==> config.mk <==
export PLATFORM = sky130hd
export DESIGN_NAME = load_store_unit_flat
export DESIGN_NICKNAME = d
export VERILOG_FILES = /design/src/rtl/load_store_unit_if.sv /design/src/rtl/load_store_unit.sv /design/src/flat_wrapper.sv
export SDC_FILE = /design/constraint.sdc
export NUM_CORES = 1
export LEC_CHECK = 0
export BUFFER_PORTS_ARGS = -buffer_cell sky130_fd_sc_hd__buf_2
export CAP_MARGIN = 15
export CORE_ASPECT_RATIO = 1.75
export CORE_MARGIN = 1
export CORE_UTILIZATION = 43
export DETAILED_ROUTE_END_ITERATION = 6
export GPL_ROUTABILITY_DRIVEN = 0
export PLACE_DENSITY = 0.85
export SLEW_MARGIN = 5
export SYNTH_ARGS = -nofsm -noshare
export SYNTH_HDL_FRONTEND = slang
export SYNTH_SLANG_ARGS = --single-unit
==> constraint.sdc <==
create_clock -name clk -period 2.1 [get_ports clk]
set_clock_uncertainty 0.2 [all_clocks]
set_input_delay 0.21 -clock clk [delete_from_list [all_inputs] [get_ports clk]]
set_output_delay 0.21 -clock clk [all_outputs]
set_load 0.05 [all_outputs]
==> src/rtl/load_store_unit_if.sv <==
// ---------------------------------------------------------------------------
// load_store_unit_if
// Memory-side bus between the load/store unit and the data memory.
//   Bus_Req_o    : request strobe, held for the whole access
//   Bus_We_o     : 1 = store, 0 = load
//   Bus_Addr_o   : word-aligned byte address (bits 1:0 always 00)
//   Bus_Wdata_o  : lane-replicated store data
//   Bus_Be_o     : byte-lane enables (also driven for loads)
//   Bus_Ack_i    : memory completion strobe
//   Bus_Rdata_i  : full read word returned with the ack
// The _o/_i suffixes are named from the load/store unit's point of view.
// ---------------------------------------------------------------------------
interface load_store_unit_if;
  logic        Bus_Req_o;
  logic        Bus_We_o;
  logic [31:0] Bus_Addr_o;
  logic [31:0] Bus_Wdata_o;
  logic [3:0]  Bus_Be_o;
  logic        Bus_Ack_i;
  logic [31:0] Bus_Rdata_i;

  modport master (
    output Bus_Req_o, Bus_We_o, Bus_Addr_o, Bus_Wdata_o, Bus_Be_o,
    input  Bus_Ack_i, Bus_Rdata_i
  );

  modport slave (
    input  Bus_Req_o, Bus_We_o, Bus_Addr_o, Bus_Wdata_o, Bus_Be_o,
    output Bus_Ack_i, Bus_Rdata_i
  );
endinterface

==> src/rtl/load_store_unit.sv <==
// ---------------------------------------------------------------------------
// load_store_unit
// Translates core load/store requests into single-word bus transactions and
// returns sign/zero-extended load data.
//   clk, reset     : clock, asynchronous active-low reset
//   Mem_Read_i     : load request          Mem_Write_i : store request
//   funct3_i       : access size / sign    Address_i   : byte address
//   Write_Data_i   : store data (rs2)
//   Stall_o        : core holds PC/instruction while high
//   Done_o         : one-cycle completion (or abort) pulse
//   Read_Data_o    : extended load result, valid with Done_o
//   Misaligned_o   : one-cycle pulse, misaligned/illegal access
//   Bus_Err_o      : one-cycle pulse, bus timeout
//   bus            : memory bus (master side)
// ---------------------------------------------------------------------------
module load_store_unit #(
  parameter int TIMEOUT_CYCLES = 16
) (
  input  logic                     clk,
  input  logic                     reset,
  input  logic                     Mem_Read_i,
  input  logic                     Mem_Write_i,
  input  logic [2:0]               funct3_i,
  input  logic [31:0]              Address_i,
  input  logic [31:0]              Write_Data_i,
  output logic                     Stall_o,
  output logic                     Done_o,
  output logic [31:0]              Read_Data_o,
  output logic                     Misaligned_o,
  output logic                     Bus_Err_o,
  load_store_unit_if.master        bus
);

  localparam int CNT_W = (TIMEOUT_CYCLES > 1) ? $clog2(TIMEOUT_CYCLES) : 1;
  localparam logic [CNT_W-1:0] CNT_LAST = CNT_W'(TIMEOUT_CYCLES - 1);

  typedef enum logic [1:0] {S_IDLE, S_REQ, S_DONE, S_ERR} state_t;

  state_t            state;
  logic [CNT_W-1:0]  cnt;
  logic [1:0]        lane_q;
  logic [2:0]        f3_q;

  logic f3_ok;
  logic misal;
  logic accept;
  logic reject;

  function automatic logic f3_legal(input logic is_load, input logic [2:0] f3);
    logic ok;
    ok = 1'b0;
    if (is_load) begin
      case (f3)
        3'b000, 3'b001, 3'b010, 3'b100, 3'b101: ok = 1'b1;
        default:                                ok = 1'b0;
      endcase
    end else begin
      case (f3)
        3'b000, 3'b001, 3'b010: ok = 1'b1;
        default:                ok = 1'b0;
      endcase
    end
    return ok;
  endfunction

  function automatic logic [3:0] byte_enable(input logic [1:0] size, input logic [1:0] lane);
    logic [3:0] be;
    case (size)
      2'b00:   be = 4'b0001 << lane;
      2'b01:   be = lane[1] ? 4'b1100 : 4'b0011;
      default: be = 4'b1111;
    endcase
    return be;
  endfunction

  function automatic logic [31:0] replicate_wdata(input logic [1:0] size, input logic [31:0] d);
    logic [31:0] w;
    case (size)
      2'b00:   w = {4{d[7:0]}};
      2'b01:   w = {2{d[15:0]}};
      default: w = d;
    endcase
    return w;
  endfunction

  // Pick the addressed lane out of the bus word and extend it; funct3[2]
  // distinguishes unsigned (LBU/LHU) from signed (LB/LH) loads.
  function automatic logic [31:0] load_extend(input logic [2:0] f3, input logic [1:0] lane,
                                              input logic [31:0] word);
    logic        [7:0]  b;
    logic        [15:0] h;
    logic signed [31:0] r;
    b = word[{lane, 3'b000} +: 8];
    h = lane[1] ? word[31:16] : word[15:0];
    case (f3[1:0])
      2'b00:   r = f3[2] ? {24'd0, b} : {{24{b[7]}}, b};
      2'b01:   r = f3[2] ? {16'd0, h} : {{16{h[15]}}, h};
      default: r = word;
    endcase
    return r;
  endfunction

  // Request decode, evaluated only while idle. Two simultaneous requests are
  // treated as an illegal access and reported through Misaligned_o.
  always_comb begin
    f3_ok  = f3_legal(Mem_Read_i, funct3_i);
    misal  = ((funct3_i[1:0] == 2'b01) && Address_i[0]) ||
             ((funct3_i[1:0] == 2'b10) && (Address_i[1:0] != 2'b00));
    accept = (Mem_Read_i ^ Mem_Write_i) && f3_ok && !misal;
    reject = (Mem_Read_i | Mem_Write_i) && !accept;
  end

  // Stall rises in the same cycle the request is accepted so the core does
  // not advance past the instruction; gated so it is 0 during reset too.
  assign Stall_o = reset && ((state == S_REQ) || ((state == S_IDLE) && accept));

  always_ff @(posedge clk or negedge reset) begin
    if (!reset) begin
      state           <= S_IDLE;
      cnt             <= '0;
      lane_q          <= '0;
      f3_q            <= '0;
      Done_o          <= 1'b0;
      Read_Data_o     <= '0;
      Misaligned_o    <= 1'b0;
      Bus_Err_o       <= 1'b0;
      bus.Bus_Req_o   <= 1'b0;
      bus.Bus_We_o    <= 1'b0;
      bus.Bus_Addr_o  <= '0;
      bus.Bus_Wdata_o <= '0;
      bus.Bus_Be_o    <= '0;
    end else begin
      // Status outputs are pulses: asserted only on entry to DONE/ERR.
      Done_o       <= 1'b0;
      Read_Data_o  <= '0;
      Misaligned_o <= 1'b0;
      Bus_Err_o    <= 1'b0;
      case (state)
        S_IDLE: begin
          if (accept) begin
            state           <= S_REQ;
            cnt             <= '0;
            lane_q          <= Address_i[1:0];
            f3_q            <= funct3_i;
            bus.Bus_Req_o   <= 1'b1;
            bus.Bus_We_o    <= Mem_Write_i;
            bus.Bus_Addr_o  <= {Address_i[31:2], 2'b00};
            bus.Bus_Wdata_o <= Mem_Write_i ? replicate_wdata(funct3_i[1:0], Write_Data_i) : '0;
            bus.Bus_Be_o    <= byte_enable(funct3_i[1:0], Address_i[1:0]);
          end else if (reject) begin
            state        <= S_ERR;
            Done_o       <= 1'b1;
            Misaligned_o <= 1'b1;
          end
        end
        S_REQ: begin
          // An ack in the final counted cycle still completes normally.
          if (bus.Bus_Ack_i || (cnt == CNT_LAST)) begin
            state           <= bus.Bus_Ack_i ? S_DONE : S_ERR;
            Done_o          <= 1'b1;
            Bus_Err_o       <= !bus.Bus_Ack_i;
            Read_Data_o     <= (bus.Bus_Ack_i && !bus.Bus_We_o) ?
                               load_extend(f3_q, lane_q, bus.Bus_Rdata_i) : '0;
            bus.Bus_Req_o   <= 1'b0;
            bus.Bus_We_o    <= 1'b0;
            bus.Bus_Addr_o  <= '0;
            bus.Bus_Wdata_o <= '0;
            bus.Bus_Be_o    <= '0;
          end else begin
            cnt <= cnt + 1'b1;
          end
        end
        S_DONE:  state <= S_IDLE;
        S_ERR:   state <= S_IDLE;
        default: state <= S_IDLE;
      endcase
    end
  end

endmodule

==> src/flat_wrapper.sv <==
// flat-port wrapper written by rule: the top's interface ports become plain ports
module load_store_unit_flat 
#(
  parameter int TIMEOUT_CYCLES = 16
)
  (clk, reset, Mem_Read_i, Mem_Write_i, funct3_i, Address_i, Write_Data_i, Stall_o, Done_o, Read_Data_o, Misaligned_o, Bus_Err_o, bus_Bus_Req_o, bus_Bus_We_o, bus_Bus_Addr_o, bus_Bus_Wdata_o, bus_Bus_Be_o, bus_Bus_Ack_i, bus_Bus_Rdata_i);
  load_store_unit_if bus_i ();
  input  logic clk;
  input  logic reset;
  input  logic Mem_Read_i;
  input  logic Mem_Write_i;
  input  logic [2:0] funct3_i;
  input  logic [31:0] Address_i;
  input  logic [31:0] Write_Data_i;
  output logic Stall_o;
  output logic Done_o;
  output logic [31:0] Read_Data_o;
  output logic Misaligned_o;
  output logic Bus_Err_o;
  output wire logic [$bits(bus_i.Bus_Req_o)-1:0] bus_Bus_Req_o;
  output wire logic [$bits(bus_i.Bus_We_o)-1:0] bus_Bus_We_o;
  output wire logic [$bits(bus_i.Bus_Addr_o)-1:0] bus_Bus_Addr_o;
  output wire logic [$bits(bus_i.Bus_Wdata_o)-1:0] bus_Bus_Wdata_o;
  output wire logic [$bits(bus_i.Bus_Be_o)-1:0] bus_Bus_Be_o;
  input wire logic [$bits(bus_i.Bus_Ack_i)-1:0] bus_Bus_Ack_i;
  input wire logic [$bits(bus_i.Bus_Rdata_i)-1:0] bus_Bus_Rdata_i;
  assign bus_Bus_Req_o = bus_i.Bus_Req_o;
  assign bus_Bus_We_o = bus_i.Bus_We_o;
  assign bus_Bus_Addr_o = bus_i.Bus_Addr_o;
  assign bus_Bus_Wdata_o = bus_i.Bus_Wdata_o;
  assign bus_Bus_Be_o = bus_i.Bus_Be_o;
  assign bus_i.Bus_Ack_i = bus_Bus_Ack_i;
  assign bus_i.Bus_Rdata_i = bus_Bus_Rdata_i;
  load_store_unit #(.TIMEOUT_CYCLES(TIMEOUT_CYCLES)) u_core (.clk(clk), .reset(reset), .Mem_Read_i(Mem_Read_i), .Mem_Write_i(Mem_Write_i), .funct3_i(funct3_i), .Address_i(Address_i), .Write_Data_i(Write_Data_i), .Stall_o(Stall_o), .Done_o(Done_o), .Read_Data_o(Read_Data_o), .Misaligned_o(Misaligned_o), .Bus_Err_o(Bus_Err_o), .bus(bus_i));
endmodule
==> run summary, run 1 <==
The cell total after placement came out at around 740. The worst setup path is of the reg2out kind. The type of element launching the critical path is a register. The die outline width came out at about 82 um. The tree is rooted in a sky130_fd_sc_hd__clkbuf_16. The worst setup path is captured at an output pin. At the worst endpoint, the required time is around 1700 ps. The proportion of synthesized flip-flops having asynchronous set or reset came out at 1.00. The setup slack after placement is -121 ps. The total count of hold-check failures in the final report came out at 0. The maximum level of the CTS H-tree is 4. Summing all placed instances gives a cell area of approximately 6200 um^2.

In the post-synthesis netlist, the cell with the most instances is sky130_fd_sc_hd__dfrtp_1. Of the cells placed in the final design, the portion with a size suffix greater than 1 is 0.390. Among all flip-flop cells after synthesis, the most frequent one is sky130_fd_sc_hd__dfrtp_1. met2 is the most crowded layer.

The met1 layer usage reported by global route came out at 0.311. The routed length per placed instance is roughly 21 um. The cell type group with the largest total delay on the critical path is simple AND/OR/NAND/NOR gates. The checks that failed: setup timing. The number of sinks handled by clock tree synthesis came out at 114. The path class of the tightest hold or removal check is in2reg. After the last flow step, the layout net total stands at about 850. The highest cell delay on the worst timing path is slightly above 400 ps. Setup repair after global routing could not meet its margin everywhere. Measured against its own limit, the worst slew margin works out to 0.578. The layout-stage area growth over the synthesis result is 64.9%.

Among all stages on the critical path, the largest delay is contributed by sky130_fd_sc_hd__or3b_4. The post-synthesis instance area is 4810 um^2. The run finished, with violations left. The floorplan has 50 rows. Ranked by instance count, the synthesized netlist is headed by sky130_fd_sc_hd__dfrtp_1 (114), sky130_fd_sc_hd__a22o_1 (48), sky130_fd_sc_hd__nand2_1 (47). The DRC violations left is 0. Buffers placed on the I/O ports in this run total 207.

The time the worst path needs with I/O delays and setup is around 2200 ps. The analysis attributes to cell leakage a power of roughly 4.2 nW. The fraction of the cycle the final worst path needs is 1.06. The maximum number of pins on one net before global-route repair came out at roughly 120. The number of global-route vias before repair was 5436.

The fraction of synthesized cell area taken by the top area cell type is 0.593. The unique cell type count in the Yosys netlist is 42. The number of pins with negative max-slew slack in the final report is 0.

The first global-routing pass estimated ~27000 um of wire. The via density per instance is between 5 and 6. Counting buffers and inverters, the worst setup path is 5 cells deep.

In this run the remaining antenna-violating nets after routing total 0. After the first detailed-routing iteration, the DRC count stood at between 300 and 400. The maximum ir drop on the vdd rail is about 930 uV. The startpoint identified for the worst register-to-register timing path is u_core.state[1]. The number of max-capacitance violations reported came out at 0. TritonCTS built the clock tree.

The total congestion overflow is 0. The largest driver fanout on the critical path is 2. The number of detailed-route iterations in the first pass is 5.

The total via count in the routed design is between 5000 and 6000. The met3 routing resource usage after global routing came out at 0.0887. The post-layout worst setup margin is -121 ps. The number of instances on the worst hold path is 4.

The total routing resource utilization after global routing is 0.320. The die covers about 12000 um^2. The maximum frequency from static timing analysis is around 0.45 GHz. The later-pin clock latency in the skew report is about 400 ps. The number of antenna violations at the first check in global routing came out at 0.

The worst register-to-register path ends at u_core.bus.Bus_Be_o[3]. The routed wire length is 18500 um. The register clock-pin slew on the reported worst setup and hold paths is 50 ps.

The number of failing setup endpoints in the final timing report came out at 7. The number of buffers created by CTS came out at 17. The arrival time of the worst setup path is about 1800 ps.

The buffering stage count on the worst path with inverters included came out at 2. After synthesis, the cell types taking the most area are sky130_fd_sc_hd__dfrtp_1 (59%), sky130_fd_sc_hd__a22o_1 (8.7%), sky130_fd_sc_hd__mux2i_1 (5.2%). The starting density of the core came out at 0.447. The critical path goes through or3b_4 -> a221oi_4 -> buf_6 -> o21a_4 -> buf_8.

The half-perimeter wire length after placement is 10600 um. The path with the worst hold slack has its endpoint at u_core.Misaligned_o. The largest area contributor in the netlist is sky130_fd_sc_hd__dfrtp_1. The total power after layout came out at ~11 mW. The cell count after synthesis came out at between 400 and 500. Dividing total power by cell area gives a power density of around 1400 nW/um^2.

The number of antenna diodes in the final layout is 0. The register area share after synthesis came out at 0.593. The area of the core region came out at 10800 um^2. The number of buffers on the longest clock path came out at 2. After the flow finishes, the layout carries non-filler instances totaling around 900.

The overall die height came out at 142 um. The number of I/O pins is 210. The final cell area excluding filler cells came out at between 7000 and 8000 um^2. For this run, the number of Yosys warnings is 0. The average cell area after synthesis is approximately 12 um^2. The depth of the worst register-to-register path came out at 7. At the pin with the least slew margin, the transition time is between 600 and 700 ps. The register bit count reported by yosys came out at between 100 and 150. The worst register-to-register path has a setup slack of -10 ps. The launch instance of the worst min-delay path is Mem_Read_i. In the global route stage, met2 resource usage came out at 0.555. The layout has approximately 650 filler cells. Yosys mapped a number of flops with a built-in enable equal to 0.
-- stage by stage --
step,TNS (ps),utilization,hold WS [ps]
finish,-146,0.737,25.7
global route,-1880,0.737,35.1
CTS,-295,0.728,5.84
detailed placement,-4880,0.576,197
global placement,-2100,0.576,185
floorplan,0,-,-286
-- flip-flops by register name, indices dropped and copies added (netlist names), 2 cells and up --
register / flops
u_core.f3_q: 3
u_core.lane_q: 2
u_core.bus.Bus_Wdata_o: 32
u_core.cnt: 4
u_core.state: 2
u_core.bus.Bus_Addr_o: 30
u_core.bus.Bus_Be_o: 4
u_core.Read_Data_o: 32
-- routing by layer --
metal,routed length (um),up-vias
met2,9740,377
met5,0,-
met4,1230,0
met1,5880,2450
met3,1650,91
li1,-,2157
-- cell usage in the layout, fill, tap and decap left out, drive strengths merged, types with 4 or more instances in the layout --
| cell type | instances |
|---|---|
| a211oi | 8 |
| a222oi | 7 |
| a22o | 48 |
| buf | 238 |
| clkbuf | 20 |
| clkinv | 5 |
| clkinvlp | 5 |
| dfrtp | 114 |
| dlygate4sd3 | 103 |
| inv | 9 |
| mux2 | 11 |
| mux2i | 25 |
| nand2 | 47 |
| nand2b | 7 |
| nand3 | 4 |
| nor2 | 26 |
| nor2b | 4 |
| nor3 | 12 |
| o21ai | 13 |
| o2bb2ai | 18 |
-- kinds of logic (layout without fill, tap and decap cells) --
logic type      Yosys count  count (layout)  synth area share
other cells               1               2          0.000780
simple gates            109             110             0.103
xor+xnor                  2               2           0.00364
flops                   114             114             0.593
buf+inv                  34             381            0.0297
mux                      37              37            0.0825
compound gates          106             106             0.182
fa+ha+maj                 2               2           0.00520
-- how the worst max path moves through the flow --
stage	start	to
6_report	u_core.state[1]	Stall_o
4_1_cts	u_core.state[0]	Stall_o
5_1_grt	u_core.state[1]	Stall_o
2_1_floorplan	Mem_Read_i	u_core.f3_q[0]
3_5_place_dp	Mem_Read_i	u_core.bus.Bus_Wdata_o[4]
3_3_place_gp	Mem_Read_i	u_core.bus.Bus_Wdata_o[2]
-- layout make-up --
class	count	area [um^2]	share of cell area
flip-flops and latches	114	2850	0.360
repair buffers	344	2480	0.312
clock buffers	17	425	0.0536
well taps	130	163	0.0205
clock inverters	15	135	0.0170
multi-input cells	259	1860	0.234
inverters	5	18.8	0.00237
-- tightest hold or removal path, stage by stage --
cell                     delay (ps)
sky130_fd_sc_hd__buf_2          110
sky130_fd_sc_hd__inv_2           60
sky130_fd_sc_hd__ha_4           120
sky130_fd_sc_hd__nor4_1          70
-- repair_timing --
action / 4_1_cts / 5_1_grt
hold buffers: 103 / 0
hold endpoints to repair: 216 / 0
gates resized for setup: 6 / 2
buffers inserted: 3 / 2
pin swaps: 18 / 2
endpoints found under the setup margin: 7 / 62
cloned: 0 / 5
-- power by group --
group	switching, mW	internal [mW]	leakage (nW)	total [mW]
Combinational	3.67	1.67	2.41	5.34
Clock	1.08	1.63	0.262	2.72
Sequential	0.488	2.89	1.54	3.37
(Power assumes the default switching activity.)
==> inputs of run 2 (changes only) <==
- ABC_AREA: not set -> 1
- CORE_UTILIZATION: 43 -> 44
==> run summary, run 2 <==
The number of global-route vias before repair came to 5695 (+4.8%). The maximum frequency from static timing analysis is 0.500 GHz (+11%). The relative slew slack is 0.574 (-0.00378). The proportion of synthesized flip-flops having asynchronous set or reset is 1.00 (unchanged).

The number of antenna violations at the first check in global routing came to 1 (+1). The total congestion overflow is 0 (unchanged). The number of failing setup endpoints in the final timing report came out at 0 (-7). The sequential cell area came to 2850 um^2 (unchanged). The most used flip-flop cell after synthesis is sky130_fd_sc_hd__dfrtp_1. The DRC violations left is 0 (unchanged). The largest individual stage delay along the critical path comes from the cell sky130_fd_sc_hd__dlygate4sd3_1. The largest driver fanout on the critical path was 2 (unchanged).

The register clock-pin slew on the reported worst setup and hold paths came out at 50 ps (about the same). The library cell used most frequently in the layout, excluding fill and tap cells, is sky130_fd_sc_hd__nand2_1. The commonest cells after synthesis are sky130_fd_sc_hd__nand2_1 (217), sky130_fd_sc_hd__dfrtp_1 (114), sky130_fd_sc_hd__nand3_1 (92). The required time of the worst setup path is 1690 ps (about the same).

The maximum number of pins on one net before global-route repair is 115 (unchanged). The DRC marker count from the first detailed-route iteration came out at 300 (-3.8%). The starting density of the core came out at 0.455 (+0.00848).

The number of warnings reported in the yosys synthesis log is 0 (unchanged). The area used by multi-input combinational logic came out at 2140 um^2 (+15%). The setup path with the least slack is of type in2out. The wire length of the first global-routing pass came out at 28000 um (+2.7%). The fraction of the cycle the final worst path needs is 0.953 (-0.104). The number of max-capacitance violations reported is 0 (unchanged).

The library cells used most frequently in the layout, excluding fill and tap cells, are sky130_fd_sc_hd__nand2_1 (216), sky130_fd_sc_hd__buf_2 (204), sky130_fd_sc_hd__dfrtp_1 (114), sky130_fd_sc_hd__nand3_1 (92), sky130_fd_sc_hd__dlygate4sd3_1 (92). The worst setup path is launched from an input pin. The count of input and output buffers is 207 (unchanged). The number of sinks handled by clock tree synthesis is 114 (unchanged). The power density over the cells is 1460 nW/um^2 (+1.4%). The number of pins with negative max-slew slack in the final report was 0 (unchanged). The number of cell rows is 52 (+4.0%). The fraction of synthesized cell area taken by the top area cell type was 0.535 (-0.0583). The run finished with clean final reports. The number of fill cells came out at 889 (+38%). The number of detailed-route iterations in the first pass is 4 (-1). The count of flip-flops with a built-in enable after synthesis is 0 (unchanged). The remaining number of nets flagged by the antenna check after routing came out at 0 (unchanged). The number of buffers created by CTS is 17 (unchanged). The share of post-route cells with drive strength above 1 is 0.297 (-0.0932).

Yosys instantiated no cell more often than sky130_fd_sc_hd__nand2_1. The largest registers in the layout are u_core.Read_Data_o (32), u_core.bus.Bus_Wdata_o (32), u_core.bus.Bus_Addr_o (30). The worst setup path is captured at an output pin. The total count of hold-check failures in the final report came out at 0 (unchanged). The cell count after synthesis is 651 (+61%). Setup repair after global routing left no endpoint under its margin.

The layout-stage area growth over the synthesis result is 49.8%. The register area share after synthesis is 0.535 (-0.0583). The post-synthesis instance area is 5330 um^2 (+11%). The total routing resource utilization after global routing came to 0.291 (-0.0286). TritonCTS built the clock tree. The maximum level of the CTS H-tree came out at 4 (unchanged). Traced cell by cell, the critical path runs through dlygate4sd3_1 -> buf_2 -> o21ai_0 -> nand4_1 -> a21boi_2 -> buf_6. The arrival time of the worst setup path came out at 1590 ps (-220 ps).

sky130_fd_sc_hd__dfrtp_1 takes more of the synthesized area than any other cell. The routed length per placed instance came out at 16.4 um (-22%). The measured slew at the worst slew-check pin is 639 ps (+5.67 ps). By area the synthesized netlist is led by sky130_fd_sc_hd__dfrtp_1 (53%), sky130_fd_sc_hd__nand2_1 (15%), sky130_fd_sc_hd__nand3_1 (8.6%).

The time the worst path needs with I/O delays and setup is 2000 ps (-219 ps). The leakage component of the power came to 4.57 nW (+8.4%). The routed wire length came out at 17900 um (-3.1%). The post-route setup TNS came out at 0 ps (+146 ps). The die outline width is 85.2 um (+4.0%).

The highest cell delay on the worst timing path came out at 560 ps (+150 ps). The via density per instance came to 5.36 (-6.6%). The net count reported at finish is 1052 (+24%). The number of buffers on the longest clock path is 2 (unchanged).

The overall die height came out at 148 um (+4.0%). The overall die area is 12600 um^2 (+8.2%). The later-pin clock latency in the skew report came to 400 ps (about the same).

The worst hold path class is in2reg. The hold slack came to 15.1 ps (-10.6 ps). The number of I/O pins was 210 (unchanged).

The total via count in the routed design is 5859 (+15%). The unique cell type count in the Yosys netlist is 31 (-26%). The maximum ir drop on the vdd rail is 822 uV (-11%).

The area of the core region was 11700 um^2 (+8.8%). The tree is rooted in a sky130_fd_sc_hd__clkbuf_16. The register bit count reported by yosys is 114 (unchanged). The average cell area after synthesis is 8.19 um^2 (-31%). The half-perimeter wire length after placement was 11200 um (+5.7%).
-- run 2: changes by cell type in the layout (fill, tap and decap cells not counted), moves of 19 or more --
cell                      before  now
sky130_fd_sc_hd__nand2_1      47  216
sky130_fd_sc_hd__nand3_1       4   92
sky130_fd_sc_hd__a22o_1       48    0
sky130_fd_sc_hd__nor2_1       24   54
sky130_fd_sc_hd__mux2i_1      25    0
sky130_fd_sc_hd__inv_1         3   22
-- run 2: final timing paths --
path                                      startpoint                          to  slack (ps)  cells after the start
worst max register to register       u_core.state[0]  u_core.bus.Bus_Wdata_o[18]         160                      8
worst min-delay path                Write_Data_i[29]  u_core.bus.Bus_Wdata_o[29]          20                      5
min in group asynchronous                      reset       u_core.Read_Data_o[6]         260                      3
worst min register to register  u_core.bus.Bus_Req_o        u_core.bus.Bus_Req_o         270                      2
max in group asynchronous                      reset      u_core.Read_Data_o[26]         930                      3
worst max-delay path                     funct3_i[2]                     Stall_o         100                      6
-- run 2: cell families after synthesis --
family / synth area share
buffers and inverters: 0.0664
xor gates and xnor gates: 0.00329
and+or+nand+nor: 0.310
DFF: 0.535
AOI/OAI and AO/OA: 0.0802
other: 0.000703
adders and majority gates: 0.00469
-- run 2: metrics by stage --
stage | power [mW] | cell area, um^2 | setup slack, ps | std cells | utilization
2_1_floorplan | 7.24 | 5340 | 201 | 652 | -
3_3_place_gp | 8.53 | 6460 | 212 | 969 | 0.552
3_5_place_dp | 8.64 | 6460 | 166 | 969 | 0.552
4_1_cts | 11.6 | 7980 | 3.99 | 1093 | 0.682
5_1_grt | 12.2 | 7990 | 9.60 | 1093 | 0.682
6_report | 11.7 | 7990 | 98.1 | 1093 | 0.682
-- run 2: where the power goes --
group	switching, mW	leakage (nW)	total [mW]	internal [mW]
sequential	0.407	1.54	3.32	2.92
clock	0.963	0.284	2.83	1.87
combinational	4.15	2.75	5.51	1.36
-- run 2: layout make-up --
class | count | area share
inverter | 29 | 0.0146
antenna | 1 | 0.000313
tap | 135 | 0.0211
clock buffer | 19 | 0.0554
multi-input combinational | 471 | 0.268
sequential | 114 | 0.357
clock inverter | 11 | 0.0174
timing repair buffer | 313 | 0.266
-- run 2: timing repair --
action	CTS	global route
gates resized for setup	1	4
setup endpoints to repair	1	26
buffers inserted	1	0
hold endpoints to repair	209	0
pin swaps	1	2
hold buffers	93	0
-- run 2: metal layers --
metal	part of all wire	track usage
met2	0.53	0.506
met5	0	0
met1	0.34	0.315
met4	0.067	0.217
met3	0.061	0.0475
-- run 2: worst max-delay path, delay by kind of cell --
kind / cells / cell delay, ps
AOI/OAI and AO/OA: 2 / 290
buffers and inverters: 3 / 880
and+or+nand+nor: 1 / 210
==> inputs of run 3 (changes only) <==
- clock period: 2.1 -> 1.6 ns (I/O delays scaled with it)
==> run summary, run 3 (synthesized netlist as in run 2, its figures left out) <==
The number of max-capacitance violations reported is 0 (unchanged). The worst setup path is captured at an output pin. The share of post-route cells with drive strength above 1 is 0.417 (+0.121).

The routed length per placed instance came out at 19.5 um (+19%). The via density per instance came out at 5.62 (+4.9%). The number of I/O pins is 210 (unchanged). The cell total after placement was 997 (+2.9%). The number of buffers created by CTS is 17 (unchanged). Walking the worst path, the cells encountered are nor2_2 -> nand4_1 -> buf_6 -> a21boi_4 -> buf_8. The register clock-pin slew on the reported worst setup and hold paths came to 60 ps (about the same).

The largest driver fanout on the critical path came out at 3 (+1). The total count of hold-check failures in the final report came out at 1 (+1). The total power after layout is 17.9 mW (+53%).

The flow ran to the end, but the final reports show violations. The slowest stage of the critical path is the sky130_fd_sc_hd__dfrtp_1 cell. The DRC violations left is 0 (unchanged).

The number of sinks handled by clock tree synthesis is 114 (unchanged). The remaining number of nets flagged by the antenna check after routing was 0 (unchanged). The checks that failed: hold timing, setup timing. The leakage component of the power came to 5.09 nW (+11%). The time the worst path needs with I/O delays and setup came out at 1970 ps.

The number of failing setup endpoints in the final timing report came out at 106 (+106). The number of cell rows is 52 (unchanged). The hold slack is -21.5 ps (-36.6 ps).

The overall die height is 148 um (unchanged). The number of antenna diodes came out at 0 (-1). The maximum ir drop on the vdd rail is 1070 uV (+30%). The slack of the worst reg-to-reg path was -220 ps (-380 ps). The routed wire length came out at 22700 um (+27%). The relative slew slack came out at 0.589 (+0.0148). The number of detailed-route iterations in the first pass is 7 (+3). The setup slack after placement is -126 ps (-293 ps). TritonCTS built the clock tree. STA classifies the critical path startpoint as a register. The wire length of the first global-routing pass was 30600 um (+9.2%). The maximum number of pins on one net before global-route repair came out at 115 (unchanged). The die outline width was 85.2 um (unchanged).

The arrival time of the worst setup path came out at 1610 ps (+20 ps). The net count reported at finish was 1121 (+6.6%). The setup path with the least slack is of type reg2out. The total congestion overflow came to 0 (unchanged). The starting density of the core is 0.455 (unchanged). The highest cell delay on the worst timing path is 410 ps (-150 ps). The total via count in the routed design is 6538 (+12%).

The number of pins with negative max-slew slack in the final report came out at 0 (unchanged). The required time of the worst setup path came out at 1240 ps (-450 ps). The measured slew at the worst slew-check pin came out at 616 ps (-22.2 ps). The path class of the tightest hold or removal check is in2reg. The DRC marker count from the first detailed-route iteration came out at 498 (+66%). The total routing resource utilization after global routing is 0.319 (+0.0274). The overall die area came out at 12600 um^2 (unchanged). The number of non-filler instances in the completed layout came out at 1163 (+6.4%). The number of buffers on the longest clock path is 2 (unchanged). In the final layout, the registers with the most flip-flops are u_core.Read_Data_o (32), u_core.bus.Bus_Wdata_o (32), u_core.bus.Bus_Addr_o (30). The maximum frequency from static timing analysis is between 0.5 and 0.6 GHz. The clock root buffer master is sky130_fd_sc_hd__clkbuf_16. Setup repair after global routing could not meet its margin everywhere. The number of global-route vias before repair is 6261 (+9.9%). The fraction of the cycle the final worst path needs came out at 1.23. The power density over the cells is 1910 nW/um^2 (+30%). The library cells used most frequently in the layout, excluding fill and tap cells, are sky130_fd_sc_hd__nand2_1 (205), sky130_fd_sc_hd__buf_2 (205), sky130_fd_sc_hd__dfrtp_1 (113), sky130_fd_sc_hd__dlygate4sd3_1 (99), sky130_fd_sc_hd__nand3_1 (53).

The number of antenna violations at the first check in global routing was 0 (-1). The post-layout worst setup margin came to -374 ps (-472 ps). The later-pin clock latency in the skew report came to 410 ps (about the same).

The area of the core region was 11700 um^2 (unchanged). The layout-stage area growth over the synthesis result is 75.9%. The half-perimeter wire length after placement is 11200 um (about the same). The maximum level of the CTS H-tree is 4 (unchanged).

The count of input and output buffers is 207 (unchanged).
==> run 3: changes by cell type in the layout (fill, tap and decap cells not counted), sizes merged, moves of 2 or more <==
| cell | change |
|---|---|
| clkinvlp | +2 |
| clkbuf | +8 |
| buf | +54 |
| clkinv | -2 |
| dlygate4sd3 | +7 |
==> run 3: critical path, delay by kind of cell (launching register included) <==
family | cells | cell delay, ps
buf+inv | 2 | 330
simple gates | 2 | 320
compound gates | 1 | 130
flops | 1 | 410
==> run 3: final cells by class <==
class	count	area (um^2)
Inverter	29	126
Clock buffer	20	447
Clock inverter	12	181
Tap cell	135	169
Timing Repair inverter	1	16.3
Multi-Input combinational cell	472	2610
Timing Repair Buffer	380	2970
Sequential cell	114	2850
Fill cell	657	2330
==> run 3: routing by layer <==
| layer | global-route usage | routed length, um | vias to the layer above |
|---|---|---|---|
| li1 | - | - | 2836 |
| met1 | 0.325 | 7440 | 3110 |
| met2 | 0.562 | 12000 | 468 |
| met3 | 0.0810 | 1700 | 124 |
| met4 | 0.220 | 1590 | 0 |
| met5 | 0 | 0 | - |
==> run 3: per-stage QoR <==
stage | util | TNS, ps | instance area [um^2]
floorplan | - | -2220 | 5360
global placement | 0.571 | -4620 | 6690
detailed placement | 0.571 | -6750 | 6690
CTS | 0.736 | -452 | 8620
global route | 0.801 | -20500 | 9380
finish | 0.801 | -16510 | 9380
==> run 3: report_power, final <==
group	switching, mW	internal (mW)	leakage, nW
clock network	1.39	2.65	0.293
registers	0.632	3.83	1.54
logic	6.41	2.96	3.26
total	8.44	9.44	5.09
==> run 3: worst paths after layout <==
path | from | endpoint | depth (start not counted)
min | Write_Data_i[26] | u_core.bus.Bus_Wdata_o[26] | 5
min in group asynchronous | reset | u_core.Read_Data_o[20] | 3
max in group asynchronous | reset | u_core.lane_q[1] | 3
max reg2reg | u_core.state[1] | u_core.Read_Data_o[27] | 10
min reg2reg | u_core.bus.Bus_Req_o | u_core.bus.Bus_Req_o | 2
max | u_core.state[0] | Stall_o | 5
==> run 3: what timing repair did <==
| action | 4_1_cts | 5_1_grt |
|---|---|---|
| gates cloned | 4 | 10 |
| pin swaps | 12 | 8 |
| buffers inserted | 9 | 12 |
| endpoints found under the setup margin | 86 | 103 |
| hold endpoints to repair | 213 | 0 |
| hold buffers | 99 | 0 |
| gates resized for setup | 43 | 123 |
